==> config.mk <==
export PLATFORM = sky130hd
export DESIGN_NAME = sram_read_slave
export DESIGN_NICKNAME = d
export VERILOG_FILES = /design/src/rtl/sram_read_slave.sv
export SDC_FILE = /design/constraint.sdc
export NUM_CORES = 1
export LEC_CHECK = 0
export BUFFER_PORTS_ARGS = -buffer_cell sky130_fd_sc_hd__clkbuf_2
export CELL_PAD_IN_SITES_DETAIL_PLACEMENT = 1
export CELL_PAD_IN_SITES_GLOBAL_PLACEMENT = 2
export CORE_ASPECT_RATIO = 1.75
export CORE_UTILIZATION = 27
export CTS_CLUSTER_DIAMETER = 150
export CTS_CLUSTER_SIZE = 25
export DETAILED_ROUTE_END_ITERATION = 8
export PLACE_DENSITY_LB_ADDON = 0.1
export SLEW_MARGIN = 20
export SYNTH_ARGS = -nofsm -noshare
export SYNTH_HDL_FRONTEND = slang
export SYNTH_SLANG_ARGS = --single-unit
==> constraint.sdc <==
create_clock -name clk -period 2.34 [get_ports clk]
set_clock_uncertainty 0.1 [all_clocks]
set_input_delay 0.234 -clock clk [delete_from_list [all_inputs] [get_ports clk]]
set_output_delay 0.234 -clock clk [all_outputs]
set_load 0.02 [all_outputs]
==> src/rtl/sram_read_slave.sv <==
// sram_read_slave: AXI4 read-channel slave that serves bursts from a
// single-port synchronous SRAM (one-cycle read latency).
// Optional build macro: SRAM_RD_RESP_CHECK_EN. When it is defined, requests
// with an unsupported size or the reserved burst type get SLVERR with zero
// data, and the SRAM is never touched for them.
module sram_read_slave (
  input  logic        clk,
  input  logic        rst,
  input  logic [7:0]  ARID_S,
  input  logic [31:0] ARADDR_S,
  input  logic [3:0]  ARLEN_S,
  input  logic [2:0]  ARSIZE_S,
  input  logic [1:0]  ARBURST_S,
  input  logic        ARVALID_S,
  output logic        ARREADY_S,
  output logic [7:0]  RID_S,
  output logic [31:0] RDATA_S,
  output logic [1:0]  RRESP_S,
  output logic        RLAST_S,
  output logic        RVALID_S,
  input  logic        RREADY_S,
  output logic        CEB,
  output logic        WEB,
  output logic [13:0] A,
  input  logic [31:0] DO
);

  typedef enum logic {
    IDLE = 1'b0,
    DATA = 1'b1
  } state_t;

  state_t      r_state;
  logic [7:0]  r_id;
  logic [3:0]  r_len;
  logic [3:0]  r_beat;
  logic [1:0]  r_burst;
  logic [13:0] r_addr;
  logic [13:0] r_a_last;
  logic [31:0] r_hold;
  logic        r_fresh;
  logic        r_err;

  logic        w_ar_hs;
  logic        w_r_hs;
  logic        w_last;
  logic        w_ar_err;
  logic        w_issue;
  logic [13:0] w_next_addr;
  logic [13:0] w_issue_addr;

  assign ARREADY_S = (r_state == IDLE) && !rst;
  assign RVALID_S  = (r_state == DATA);

  assign w_ar_hs = ARVALID_S && ARREADY_S;
  assign w_r_hs  = RVALID_S && RREADY_S;
  assign w_last  = (r_beat == r_len);

  // FIXED bursts re-read the same word; INCR and WRAP both step by one word
  // and the 14-bit counter rolls over naturally at the top of the SRAM.
  assign w_next_addr = (r_burst == 2'b00) ? r_addr : r_addr + 14'd1;

`ifdef SRAM_RD_RESP_CHECK_EN
  logic w_unused_bits;
  assign w_ar_err      = (ARSIZE_S != 3'b010) || (ARBURST_S == 2'b11);
  assign w_unused_bits = ^{ARADDR_S[31:16], ARADDR_S[1:0]};
`else
  logic w_unused_bits;
  assign w_ar_err      = 1'b0;
  assign w_unused_bits = ^{ARSIZE_S, ARADDR_S[31:16], ARADDR_S[1:0]};
`endif

  // NOTE: the SRAM strobe is combinational on purpose: a read must be issued
  // in the same cycle as the AR or R handshake so the data lands exactly one
  // cycle later, which is what gives back-to-back beats with no bubbles.
  assign w_issue = !rst && ((w_ar_hs && !w_ar_err) ||
                            (w_r_hs && !w_last && !r_err));
  assign w_issue_addr = w_ar_hs ? ARADDR_S[15:2] : w_next_addr;

  assign CEB = !w_issue;
  assign WEB = 1'b1;
  assign A   = w_issue ? w_issue_addr : r_a_last;

  // R channel: fresh SRAM data goes straight out, a stalled beat is replayed
  // from the hold register so the payload stays stable under backpressure.
  assign RID_S   = r_id;
  assign RRESP_S = (RVALID_S && r_err) ? 2'b10 : 2'b00;
  assign RLAST_S = RVALID_S && w_last;
  assign RDATA_S = r_err ? 32'h0 : (r_fresh ? DO : r_hold);

  // Burst sequencing, SRAM bookkeeping and the beat hold register.
  // NOTE: every state register uses non-blocking assignment so all of them
  // update together from the pre-edge values, independent of statement order.
  always_ff @(posedge clk) begin
    if (rst) begin
      r_state  <= IDLE;
      r_id     <= 8'h0;
      r_len    <= 4'h0;
      r_beat   <= 4'h0;
      r_burst  <= 2'b00;
      r_addr   <= 14'h0;
      r_a_last <= 14'h0;
      r_hold   <= 32'h0;
      r_fresh  <= 1'b0;
      r_err    <= 1'b0;
    end else begin
      r_fresh <= w_issue;
      if (w_issue) begin
        r_a_last <= w_issue_addr;
      end
      if (r_fresh && !w_r_hs) begin
        r_hold <= DO;
      end
      case (r_state)
        IDLE: begin
          if (w_ar_hs) begin
            r_id    <= ARID_S;
            r_len   <= ARLEN_S;
            r_burst <= ARBURST_S;
            r_addr  <= ARADDR_S[15:2];
            r_beat  <= 4'h0;
            r_err   <= w_ar_err;
            r_state <= DATA;
          end
        end
        DATA: begin
          if (w_r_hs) begin
            if (w_last) begin
              r_state <= IDLE;
            end else begin
              r_beat <= r_beat + 4'd1;
              r_addr <= w_next_addr;
            end
          end
        end
        default: r_state <= IDLE;
      endcase
    end
  end

endmodule

# Word-level counts from Yosys, hierarchy flattened
# Index checks and enable logic that the tools add are counted.
# Widths: inputs -> output; s select.
[totals]
register_bits = 80
wordCells = 47
[op_classes]
add_sub_neg = 2
eq_ne = 4
muxes = 16
bitwise = 1
n_reduce_logical = 15
[ops]
columns = ["operator", "count"]
rows = [
  ["$mux 14", 6],
  ["$mux 32", 1],
  ["$pmux 14 s2", 1],
  ["$add 14x1->14 const B", 1],
  ["$mux 4", 3],
  ["$pmux 4 s2", 1],
  ["$logic_and 1x1->1", 7],
  ["$add 4x1->4 const B", 1],
  ["$eq 4x4->1", 1],
  ["$logic_not 1->1", 4],
  ["$ne 2x2->1 const B", 2],
  ["$mux 1", 3],
  ["$reduce_and 3->1", 1],
  ["$logic_not 2->1", 1],
  ["$ne 2x1->1 const B", 1],
  ["$pmux 1 s2", 1],
  ["$reduce_and 2->1", 1],
  ["$logic_or 1x1->1", 1],
  ["$not 1->1", 1],
]

# Longest topological paths before layout
# Gate-level depths: netlist (run 1).
[depth]
word_depth = 6
ltp_mapped = 8

# Worst setup path before layout (run 1)
# No wires, ideal clock.
[synth_timing]
kind = "register -> output"
startpoint = "register r_beat[2]"
endpoint = "output port A[12]"
t_arrival_ps = 1738
required_time_ps = 2006
slack_ps = 268
path_stages_with_launch = 9
path_cell_list = "dfxtp_1 > xor2_1 > o41a_4 > nand2_4 > nand2_4 > inv_6 > buf_6 > a22oi_1 > o21ai_1"
[synth_between]
elab_chain_len = 6
[synth_rtl]
columns = ["item", "line", "rtl"]
rows = [
  ["start: declaration", "36", "logic [3:0] r_beat;"],
  ["start signal: assignment", "131", "r_beat <= r_beat + 4'd1;"],
  ["$eq 4x4->1", "57", "assign w_last = (r_beat == r_len);"],
  ["$logic_not 1->1", "77", "(w_r_hs && !w_last && !r_err));"],
  ["$logic_and 1x1->1", "77", ""],
  ["$logic_or 1x1->1", "76", "assign w_issue = !rst && ((w_ar_hs && !w_ar_err) ||"],
  ["$logic_and 1x1->1", "76", ""],
  ["$mux 14", "--", ""],
  ["end: declaration", "24", "output logic [13:0] A,"],
]
# No other way between the ends.

# Worst setup path in the final report (run 1)
[layout_timing]
startpoint = "register r_beat[2]"
endpoint = "output port A[0]"
# The elaborated chain is that of the path after synthesis.

==> reports/results.tsv, run 1 <==
stage	metric	value	unit
synth	sequential area share after synthesis	0.405	
synth	Distinct cells, synth	46	
timing	Period minus WS final	2.44	ns
synth	Mapped Area	0.00395	mm²
worst_setup_path	R2R Path End	r_a_last[0]	
route	drt wl/cell	16.5	µm
worst_setup_path	CP arrival	2.11	ns
worst_setup_path	cell mode on critical path	nand2_8	
timing	hold_ws	0.0135	ns
route	final WL	13400	µm
cts	clock-pin slew on the worst setup and hold paths	0.06	ns
route	antenna violation net count after detailed routing	0	
worst_setup_path	CP required	2.01	ns
worst_setup_path	kind of critical path	reg2out	
hold_path	min-delay worst type	in2reg	
worst_setup_path	Setup crit end kind	output pin	
route	Via Count	3991	
layout	ANT cells	0	
floorplan	Die X	93.5	µm
floorplan	die area	0.0151	mm²
synth	simple-gate share of the synthesized area	0.220	
worst_setup_path	Worst Setup SP	r_beat[2]	
worst_setup_path	CP max stage cell	o41a_4	
synth	combinational family with the most area after synthesis	simple AND/OR/NAND/NOR gates	
synth	Syn. warnings	0	
place	placed cell areas	0.00477	mm²
grt	initial antenna violation count	0	
route	vias per cell	4.92	
timing	Final WS setup	-0.104	ns
synth	mux contribution to synthesized area	0.0937	
layout	most common cell after layout, fill and taps aside	nand2_1	
cts	CTS max path bufs	2	
pwr	P per Cell Area	680	mW/mm²
synth	Synth Area in XOR/XNOR	0.0421	
cts	Num CTS Buffers	9	
place	Setup WS pre-CTS	0.106	ns
route	number of remaining DRC errors	0	
timing	post-route setup TNS	-1.00	ns
timing	Slew headroom	0.622	
grt	largest net degree at the start of global routing	49	
grt	grt total ovfl	0	
worst_setup_path	r2r setup slk	0.32	ns
place	I/O Buffers	121	
pwr	Pwr Total	3.63	mW
worst_setup_path	CP max stage delay	0.56	ns
layout	Fill cells	1787	
floorplan	Die Y	162	µm
layout	layout cells sized above 1	0.354	
grt	number of global-route vias before repair	4073	
cts	clk sinks	80	
layout	Final Util	0.372	
layout	Final Non-Filler Cells	812	
floorplan	std cell rows	58	
synth	most used flip-flop cell after synthesis	dfxtp_1	
layout	Area Growth Syn to Fin	35.2	%
cts	clk_lat worst skew	0.34	ns
place	placer congestion estimate	0.789	
worst_setup_path	crit start category	flip-flop	
timing	RSZ-0062 raised after global routing	yes	
timing	final hold violation count	0	
cts	CTS H-Tree Depth	3	
worst_setup_path	Worst R2R Start	r_beat[2]	
cts	clock tree from TritonCTS	yes	
floorplan	core area	0.0144	mm²
route	Pre-antenna DRT Iters	4	
synth	number of synthesized flops with an enable pin	0	
grt	first-pass GRT wire length	21100	µm
timing	Pins Over Slew Limit	0	
synth	Synth Area in Adders	0.00633	
floorplan	Initial Util	0.275	
pwr	leakage power	2.29	nW
synth	Post-Syn Instances	497	
synth	Synth Register Bits	80	
grt	Total GRT Usage	0.183	
place	post-DP HPWL	9300	µm
worst_setup_path	Critical Path End	A[0]	
run	Max Cap Viol	0	
synth	fraction of registers with async set/reset	0	
layout	post-route cell area	0.00535	mm²
pwr	IR Drop Worst-Case VDD	0.000288	V
timing	Fmax achieved	409	MHz
floorplan	Ports	146	
worst_setup_path	CP cell instances	xor2_2 > o41a_4 > nand2_8 > nand2_8 > clkinv_8 > a221o_1 > clkbuf_8	
synth	Avg Inst Size Synth	7.95	µm²
layout	most frequent cells in the layout	131 x nand2_1, 106 x clkbuf_2, 75 x dfxtp_1	
outcome	status	finished with violations	
layout	Final #Nets	714	
timing	worst slew pin tran	0.568	ns
timing	final setup vio count	15	
worst_setup_path	FF-to-FF path depth	6	
route	initial drt markers	76	
timing	crit share post-route	1.04	
cts	clock root buffer	clkbuf_16	
synth	post-synthesis compound-gate area fraction	0.180	
worst_setup_path	crit-path max FO	7	
place	placed cell count	784	
outcome	failing checks	setup timing	
[area by class of cell]
cell class	count	area, µm²	area share
multi-input combinational	377	2260	0.423
sequential	80	1610	0.301
timing repair buffer	153	921	0.172
clock buffer	9	225	0.0421
tap	180	225	0.0421
clock inverter	7	55.1	0.0103
inverter	5	31.3	0.00585
timing repair inverter	1	16.3	0.00304
[worst min path at each step]
stage	startpoint	endpoint	cells past startpoint
after floorplan	DO[0]	r_hold[0]	2
after global placement	r_hold[28]	r_hold[28]	2
after detailed placement	r_hold[31]	r_hold[31]	2
after CTS	DO[25]	r_hold[25]	3
after global routing	ARID_S[3]	RID_S[3]	3
final	ARBURST_S[0]	r_burst[0]	3
[cells in the mapped netlist (2+ instances only)]
library cell | instances | area (µm²)
nor2_1 | 26 | 97.6
clkbuf_1 | 22 | 82.6
dfxtp_1 | 80 | 1600
nor3_1 | 9 | 45.0
and3_1 | 2 | 12.5
a221o_1 | 8 | 80.1
nand3_1 | 20 | 100
buf_2 | 4 | 20.0
nor4_1 | 3 | 18.8
o2111ai_1 | 2 | 17.5
xor2_1 | 15 | 131
o21ai_1 | 3 | 15.0
a211o_1 | 3 | 26.3
inv_1 | 3 | 11.3
conb_1 | 2 | 7.51
buf_6 | 2 | 22.5
a22oi_1 | 6 | 45.0
nand2_1 | 131 | 492
and2_1 | 5 | 31.3
buf_1 | 4 | 15.0
ha_1 | 2 | 25.0
nand4_1 | 4 | 25.0
o21ai_0 | 4 | 20.0
mux2_2 | 32 | 360
nand2_4 | 2 | 22.5
o31ai_1 | 2 | 15.0
xnor2_1 | 4 | 35.0
buf_4 | 5 | 37.5
a21oi_1 | 73 | 365
o32ai_1 | 3 | 26.3
[routing by layer]
metal / part of all wire / vias to the layer above / track usage / wire (µm)
met1: 0.39 / 1918 / 0.194 / 5280
met3: 0.040 / 16 / 0.0365 / 537
met5: 0 / - / 0 / 0
met4: 0.023 / 0 / 0.0727 / 308
li1: - / 1969 / - / -
met2: 0.54 / 88 / 0.346 / 7240
[state kept, by name (all words and copies together), names as in the netlist]
register / cells
r_addr: 14
r_a_last: 14
RID_S: 8
r_len: 4
r_fresh: 1
RVALID_S: 1
r_hold: 32
r_beat: 4
r_burst: 2
[report_power, final]
part           total [mW]  leakage [nW]  switching, mW  internal [mW]
Clock                1.34         0.133          0.614          0.730
Combinational       0.783          1.50          0.468          0.315
Sequential           1.51         0.657         0.0603           1.45
Total                3.63          2.29           1.14           2.49
[critical path, delay by kind of cell (launching register included)]
family	cells	cell delay, ns
AOI/OAI and AO/OA	2	0.73
DFF	1	0.35
buffers and inverters	2	0.25
and+or+nand+nor	2	0.24
xor gates and xnor gates	1	0.19
[logic make-up after synthesis]
kind of cell             count (synthesis)
AO/OA/AOI/OAI                          114
flip-flops                              80
adder cells (fa/ha/maj)                  2
XOR/XNOR                                19
multiplexers                            33
buffers and inverters                   42
other                                    2
AND/OR/NAND/NOR                        205
[repair_timing]
item | in CTS | in global routing
cloned | 2 | 0
setup endpoints to repair | 15 | 15
hold buffers | 1 | 0
pin swaps | 8 | 4
buffers inserted | 7 | 2
gates resized for setup | 39 | 11
endpoints found under the hold margin | 1 | 0
Note: power is estimated with default switching activity, not from simulation.
==> inputs of run 2 (changes only) <==
--- a/config.mk
+++ b/config.mk
@@ -13,6 +13,7 @@
 export CTS_CLUSTER_DIAMETER = 150
 export CTS_CLUSTER_SIZE = 25
 export DETAILED_ROUTE_END_ITERATION = 8
+export GPL_TIMING_DRIVEN = 0
 export PLACE_DENSITY_LB_ADDON = 0.1
 export SLEW_MARGIN = 20
 export SYNTH_ARGS = -nofsm -noshare
==> run 2 against run 1 <==
The flow still finishes with violations (setup timing). Combinational power is 8.3% higher. Maximum frequency is 2.0% lower. Largest power group unchanged. Core utilization is 2.2 points higher. Register-to-register slack worse by 0.03 ns. Clock power is 9.7% higher. Final cell count is 2.7% higher.
==> reports/results.tsv, run 2 (synthesis results as in run 1) <==
stage	metric	value	unit	change
worst_setup_path	r2r setup slk	0.29	ns	-0.03 ns
layout	area of the multi-input gates	0.00240	mm²	+6.0%
route	drt wl/cell	17.2	µm	+4.2%
run	Max Cap Viol	0		unchanged
floorplan	Die Y	162	µm	unchanged
timing	Slew headroom	0.503		-0.118
outcome	failing checks	setup timing		
layout	Fill cells	1767		-1.1%
pwr	leakage power	2.41	nW	+5.6%
worst_setup_path	R2R Path End	r_a_last[0]		
place	post-DP HPWL	10600	µm	+14%
place	I/O Buffers	120		-0.83%
layout	layout cells sized above 1	0.385		+0.0309
route	Via Count	4061		+1.8%
worst_setup_path	FF-to-FF path depth	6		unchanged
timing	crit share post-route	1.07		+0.0208
layout	top flop regs	r_hold (32), r_a_last (14), r_addr (14)		
cts	CTS H-Tree Depth	3		unchanged
floorplan	Initial Util	0.275		unchanged
timing	Final WS setup	-0.153	ns	-0.0487 ns
timing	RSZ-0062 raised after global routing	yes		
worst_setup_path	CP arrival	2.16	ns	+0.05 ns
route	vias per cell	4.87		-0.93%
pwr	P per Cell Area	677	mW/mm²	-0.43%
layout	post-route cell area	0.00567	mm²	+6.0%
route	initial drt markers	92		+21%
grt	initial antenna violation count	0		unchanged
layout	most common cell after layout, fill and taps aside	nand2_1		
floorplan	die area	0.0151	mm²	unchanged
timing	final setup vio count	14		-1
floorplan	Die X	93.5	µm	unchanged
grt	number of global-route vias before repair	4256		+4.5%
hold_path	Hold Path Depth	3		unchanged
timing	final hold violation count	0		unchanged
cts	clock tree from TritonCTS	yes		
cts	CTS max path bufs	2		unchanged
worst_setup_path	Setup crit end kind	output pin		
worst_setup_path	CP cell instances	xor2_4 > o41a_4 > nand2_4 > buf_12 > nor2_4 > a221o_1 > clkbuf_8		
cts	clock root buffer	clkbuf_16		
cts	clock-pin slew on the worst setup and hold paths	0.07	ns	about the same
route	number of remaining DRC errors	0		unchanged
worst_setup_path	CP max stage cell	o41a_4		
floorplan	core area	0.0144	mm²	unchanged
grt	Total GRT Usage	0.194		+0.0106
worst_setup_path	crit-path max FO	7		unchanged
worst_setup_path	CP required	2.01	ns	about the same
hold_path	min-delay worst type	in2reg		
worst_setup_path	worst path bufs/invs	2		unchanged
layout	Final #Nets	736		+3.1%
layout	Area Growth Syn to Fin	43.3	%	
cts	clk_lat worst skew	0.34	ns	about the same
hold_path	Hold Startpoint	ARID_S[0]		
route	antenna violation net count after detailed routing	0		unchanged
timing	worst slew pin tran	0.745	ns	+0.178 ns
layout	max reg flops	32		unchanged
pwr	Pwr Total	3.84	mW	+5.5%
pwr	IR Drop Worst-Case VDD	0.000389	V	+35%
hold_path	Hold Path End	RID_S[0]		
outcome	status	finished with violations		
timing	Period minus WS final	2.49	ns	+0.0487 ns
place	placed cell areas	0.00478	mm²	+0.16%
worst_setup_path	kind of critical path	reg2out		
layout	Reg with most FFs	r_hold		
route	final WL	14300	µm	+7.0%
layout	register area	0.00162	mm²	+0.78%
grt	largest net degree at the start of global routing	15		-69%
layout	ANT cells	0		unchanged
worst_setup_path	CP max stage delay	0.51	ns	-0.05 ns
timing	Pins Over Slew Limit	0		unchanged
worst_setup_path	Worst R2R Start	r_len[2]		
layout	most frequent cells in the layout	122 x nand2_1, 110 x clkbuf_2, 73 x a21oi_1		
cts	Num CTS Buffers	9		unchanged
place	placer congestion estimate	0.805		+2.0%
floorplan	std cell rows	58		unchanged
floorplan	Ports	146		unchanged
route	Pre-antenna DRT Iters	4		unchanged
cts	clk sinks	80		unchanged
grt	first-pass GRT wire length	22200	µm	+4.9%
worst_setup_path	crit start category	flip-flop		
grt	grt total ovfl	0		unchanged
worst_setup_path	Crit path max-delay family	compound AO/OA/AOI/OAI gates		
timing	Fmax achieved	401	MHz	-2.0%
timing	post-route setup TNS	-1.27	ns	-0.271 ns
==> run 2: routing by layer <==
layer | GRT usage | share of wire | vias to the layer above
met4 | 0.0811 | 0.025 | 0
met1 | 0.197 | 0.38 | 1942
li1 | - | - | 2009
met2 | 0.378 | 0.56 | 90
met3 | 0.0309 | 0.035 | 20
met5 | 0 | 0 | -
==> run 2: area by class of cell <==
type                    count  area share
clock inverters             5      0.0113
well taps                 180      0.0398
plain buffers              37      0.0367
clock buffers              11      0.0428
repair buffers            140       0.155
multi-input cells         376       0.423
flip-flops and latches     80       0.286
inverters                   5     0.00464
==> run 2: timing repair <==
item | in CTS | in global routing
pin swaps | 5 | 11
gates resized for setup | 61 | 54
cloned | 1 | 0
endpoints found under the setup margin | 47 | 16
hold buffers | 1 | 0
endpoints found under the hold margin | 1 | 0
setup buffers | 13 | 5
==> run 2: tightest hold or removal path, delay by kind of cell <==
family                 cells  cell delay (ns)
AO/OA/AOI/OAI              1             0.05
buffers and inverters      1             0.08
AND/OR/NAND/NOR            1             0.04
==> run 2: power by group <==
group | switching (mW) | internal, mW
Clock | 0.607 | 0.865
Combinational | 0.499 | 0.350
Sequential | 0.0707 | 1.45
Total | 1.18 | 2.66
==> run 2: how the worst max path moves through the flow <==
stage | cells past startpoint | from | end
global route | 7 | r_len[2] | A[7]
floorplan | 8 | r_beat[2] | A[12]
global placement | 7 | RVALID_S | A[5]
CTS | 7 | r_beat[0] | A[0]
finish | 7 | r_len[2] | A[0]
detailed placement | 7 | r_beat[2] | A[6]
==> run 2: per-stage QoR <==
| stage | setup slack [ns] | hold slack, ns | utilization | std cells |
|---|---|---|---|---|
| 4_1_cts | -0.173 | 0.00159 | 0.380 | 829 |
| 3_5_place_dp | -0.262 | 0.348 | 0.333 | 798 |
| 3_3_place_gp | -0.258 | 0.340 | 0.333 | 798 |
| 5_1_grt | -0.207 | 0.0238 | 0.394 | 834 |
| 2_1_floorplan | 0.268 | 0.270 | - | 498 |
| 6_report | -0.153 | 0.0101 | 0.394 | 834 |
==> inputs of run 3 (changes only) <==
--- a/config.mk
+++ b/config.mk
@@ -5,16 +5,18 @@
 export SDC_FILE = /design/constraint.sdc
 export NUM_CORES = 1
 export LEC_CHECK = 0
+export ABC_AREA = 1
 export BUFFER_PORTS_ARGS = -buffer_cell sky130_fd_sc_hd__clkbuf_2
 export CELL_PAD_IN_SITES_DETAIL_PLACEMENT = 1
 export CELL_PAD_IN_SITES_GLOBAL_PLACEMENT = 2
 export CORE_ASPECT_RATIO = 1.75
-export CORE_UTILIZATION = 27
+export CORE_UTILIZATION = 26
 export CTS_CLUSTER_DIAMETER = 150
 export CTS_CLUSTER_SIZE = 25
 export DETAILED_ROUTE_END_ITERATION = 8
 export GPL_TIMING_DRIVEN = 0
 export PLACE_DENSITY_LB_ADDON = 0.1
+export SETUP_SLACK_MARGIN = 0.5
 export SLEW_MARGIN = 20
 export SYNTH_ARGS = -nofsm -noshare
 export SYNTH_HDL_FRONTEND = slang
==> run 3 against run 2 <==
The run now ends clean. Non-clock buffer count rose by 10. Maximum frequency rose by 16%. Critical path type unchanged. Combinational power rose by 4.6%. Critical path depth rose by 4. Sequential share of layout area fell by 0.35 points. First-iteration DRC count did not move. Cell area rose by 1.8%. Global-route usage fell by 0.88 points. Final cell count rose by 15%.
==> reports/results.tsv, run 3 <==
stage	metric	value	unit	change
cts	clock tree from TritonCTS	yes		
synth	Post-Syn Instances	606		+22%
timing	Final WS setup	0.182	ns	+0.335 ns
floorplan	std cell rows	60		+3.4%
route	Pre-antenna DRT Iters	6		+2
worst_setup_path	CP max stage delay	0.37	ns	-0.14 ns
floorplan	Die Y	167	µm	+3.1%
timing	Fmax achieved	463	MHz	+16%
cts	clock-pin slew on the worst setup and hold paths	0.06	ns	about the same
layout	Area Growth Syn to Fin	42.5	%	
layout	most common cell after layout, fill and taps aside	nand2_1		
cts	clk sinks	80		unchanged
layout	layout cells sized above 1	0.323		-0.0619
layout	area of the multi-input gates	0.00213	mm²	-11%
layout	Final #Nets	858		+17%
worst_setup_path	CP cell instances	ha_4 > inv_2 > nor2_4 > nand3_4 > nor2_4 > nand3_2 > nand2_1 > nor2_1 > nor2_1 > inv_1 > clkbuf_8		
route	initial drt markers	92		unchanged
hold_path	min-delay worst type	in2reg		
worst_setup_path	Setup crit end kind	output pin		
place	I/O Buffers	121		+0.83%
place	placer congestion estimate	0.738		-8.4%
route	number of remaining DRC errors	0		unchanged
worst_setup_path	kind of critical path	reg2out		
layout	top flop regs	r_hold (32), r_a_last (14), r_addr (14)		
worst_setup_path	CP arrival	1.82	ns	-0.34 ns
grt	initial antenna violation count	0		unchanged
floorplan	core area	0.0153	mm²	+6.6%
synth	most numerous cell in the Yosys netlist	nand2_1		
timing	RSZ-0062 raised after global routing	yes		
synth	Avg Inst Size Synth	6.68	µm²	-16%
synth	cell taking the most area after synthesis	dfxtp_1		
grt	Total GRT Usage	0.185		-0.00881
pwr	P per Cell Area	723	mW/mm²	+6.8%
timing	Period minus WS final	2.16	ns	-0.335 ns
cts	clk_lat worst skew	0.33	ns	about the same
cts	CTS H-Tree Depth	3		unchanged
layout	ANT cells	0		unchanged
place	placed cell areas	0.00489	mm²	+2.2%
timing	final setup vio count	0		-14
pwr	IR Drop Worst-Case VDD	0.000367	V	-5.7%
pwr	leakage power	2.70	nW	+12%
route	vias per cell	4.67		-4.0%
timing	post-route setup TNS	0	ns	+1.27 ns
worst_setup_path	CP required	2.01	ns	about the same
timing	worst slew pin tran	0.601	ns	-0.144 ns
grt	grt total ovfl	0		unchanged
synth	number of synthesized flops with an enable pin	0		unchanged
grt	number of global-route vias before repair	4626		+8.7%
run	Max Cap Viol	0		unchanged
synth	Synth Register Bits	80		unchanged
grt	first-pass GRT wire length	22800	µm	+2.7%
floorplan	Ports	146		unchanged
layout	post-route cell area	0.00577	mm²	+1.8%
layout	max reg flops	32		unchanged
place	post-DP HPWL	11000	µm	+3.8%
synth	Syn. warnings	0		unchanged
synth	Synth top area share	0.396		-0.00940
cts	Num CTS Buffers	9		unchanged
place	Setup WS pre-CTS	0.305	ns	+0.567 ns
synth	most used flip-flop cell after synthesis	dfxtp_1		
worst_setup_path	Crit path max-delay family	simple AND/OR/NAND/NOR gates		
layout	register area	0.00163	mm²	+0.54%
synth	most frequent cells after synthesis	166 x nand2_1, 96 x o21ai_0, 80 x dfxtp_1, 65 x inv_1, 62 x a21oi_1		
floorplan	Die X	96.3	µm	+3.0%
timing	crit share post-route	0.922		-0.143
outcome	status	complete, no violations		
cts	clock root buffer	clkbuf_16		
worst_setup_path	CP max stage cell	dfxtp_4		
route	final WL	14400	µm	+0.56%
floorplan	Initial Util	0.264		-0.0109
synth	Mapped Area	0.00405	mm²	+2.4%
synth	Area contributors post-synth	dfxtp_1 40%, nand2_1 15%, o21ai_0 12%, a21oi_1 7.7%, inv_1 6.0%		
route	Via Count	4497		+11%
timing	Pins Over Slew Limit	0		unchanged
timing	Slew headroom	0.599		+0.0960
layout	most frequent cells in the layout	158 x nand2_1, 108 x clkbuf_2, 92 x o21ai_0		
worst_setup_path	crit start category	flip-flop		
worst_setup_path	crit-path max FO	5		-2
worst_setup_path	worst path bufs/invs	3		+1
pwr	Pwr Total	4.17	mW	+8.7%
grt	largest net degree at the start of global routing	14		-1
floorplan	die area	0.0161	mm²	+6.2%
timing	hold_ws	0.00778	ns	-0.00232 ns
synth	sequential area share after synthesis	0.396		-0.00940
cts	CTS max path bufs	2		unchanged
layout	Reg with most FFs	r_hold		
synth	Distinct cells, synth	33		-28%
layout	Fill cells	1980		+12%
timing	final hold violation count	0		unchanged
synth	fraction of registers with async set/reset	0		unchanged
route	drt wl/cell	15.0	µm	-13%
route	antenna violation net count after detailed routing	0		unchanged
[run 3: layout make-up]
cell class | count | area share
Tap cell | 186 | 0.0404
Timing Repair Buffer | 153 | 0.160
Buffer | 34 | 0.0362
Sequential cell | 80 | 0.283
Multi-Input combinational cell | 420 | 0.370
Clock inverter | 5 | 0.0223
Inverter | 73 | 0.0484
Clock buffer | 11 | 0.0404
[run 3: logic make-up after synthesis]
kind of cell | after synthesis | share of synthesized area
AND/OR/NAND/NOR | 249 | 0.275
adder cells (fa/ha/maj) | 2 | 0.00618
other | 2 | 0.00186
buffers and inverters | 107 | 0.112
flip-flops | 80 | 0.396
XOR/XNOR | 3 | 0.00649
AO/OA/AOI/OAI | 163 | 0.203
[run 3: worst paths after layout]
path,start,end,slack [ns],depth (start not counted)
worst max-delay path,r_addr[0],A[12],0.18,11
worst min-delay path,ARLEN_S[3],r_len[3],0.008,3
worst max register to register,r_burst[1],r_addr[12],0.24,14
worst min register to register,r_hold[31],r_hold[31],0.35,2
[run 3: metal layers]
metal / global-route usage / routed length (µm)
met5: 0 / 0
met4: 0.0678 / 287
met3: 0.0301 / 486
met2: 0.359 / 8160
met1: 0.189 / 5460
[run 3: power by group]
| group | total [mW] | internal (mW) | switching, mW | leakage (nW) |
|---|---|---|---|---|
| clock | 1.75 | 1.16 | 0.597 | 0.174 |
| combinational | 0.887 | 0.326 | 0.561 | 1.86 |
| sequential | 1.53 | 1.47 | 0.0605 | 0.666 |
| total | 4.17 | 2.95 | 1.22 | 2.70 |
[run 3: worst min-delay path, cell delays in order]
cell and delay [ns]:
clkbuf_2 0.08, nand2_1 0.04, o21ai_0 0.06
[run 3: what timing repair did]
| action | in CTS | in global routing |
|---|---|---|
| gates resized for setup | 57 | 49 |
| buffers inserted | 15 | 5 |
| cloned | 1 | 0 |
| hold buffers | 11 | 0 |
| pin swaps | 10 | 11 |
| endpoints found under the setup margin | 66 | 38 |
| endpoints found under the hold margin | 11 | 0 |
[run 3: stage by stage]
step,std cells,util
after floorplan,607,-
after global routing,962,0.377
after detailed placement,914,0.319
after global placement,914,0.319
final,962,0.377
after CTS,957,0.369
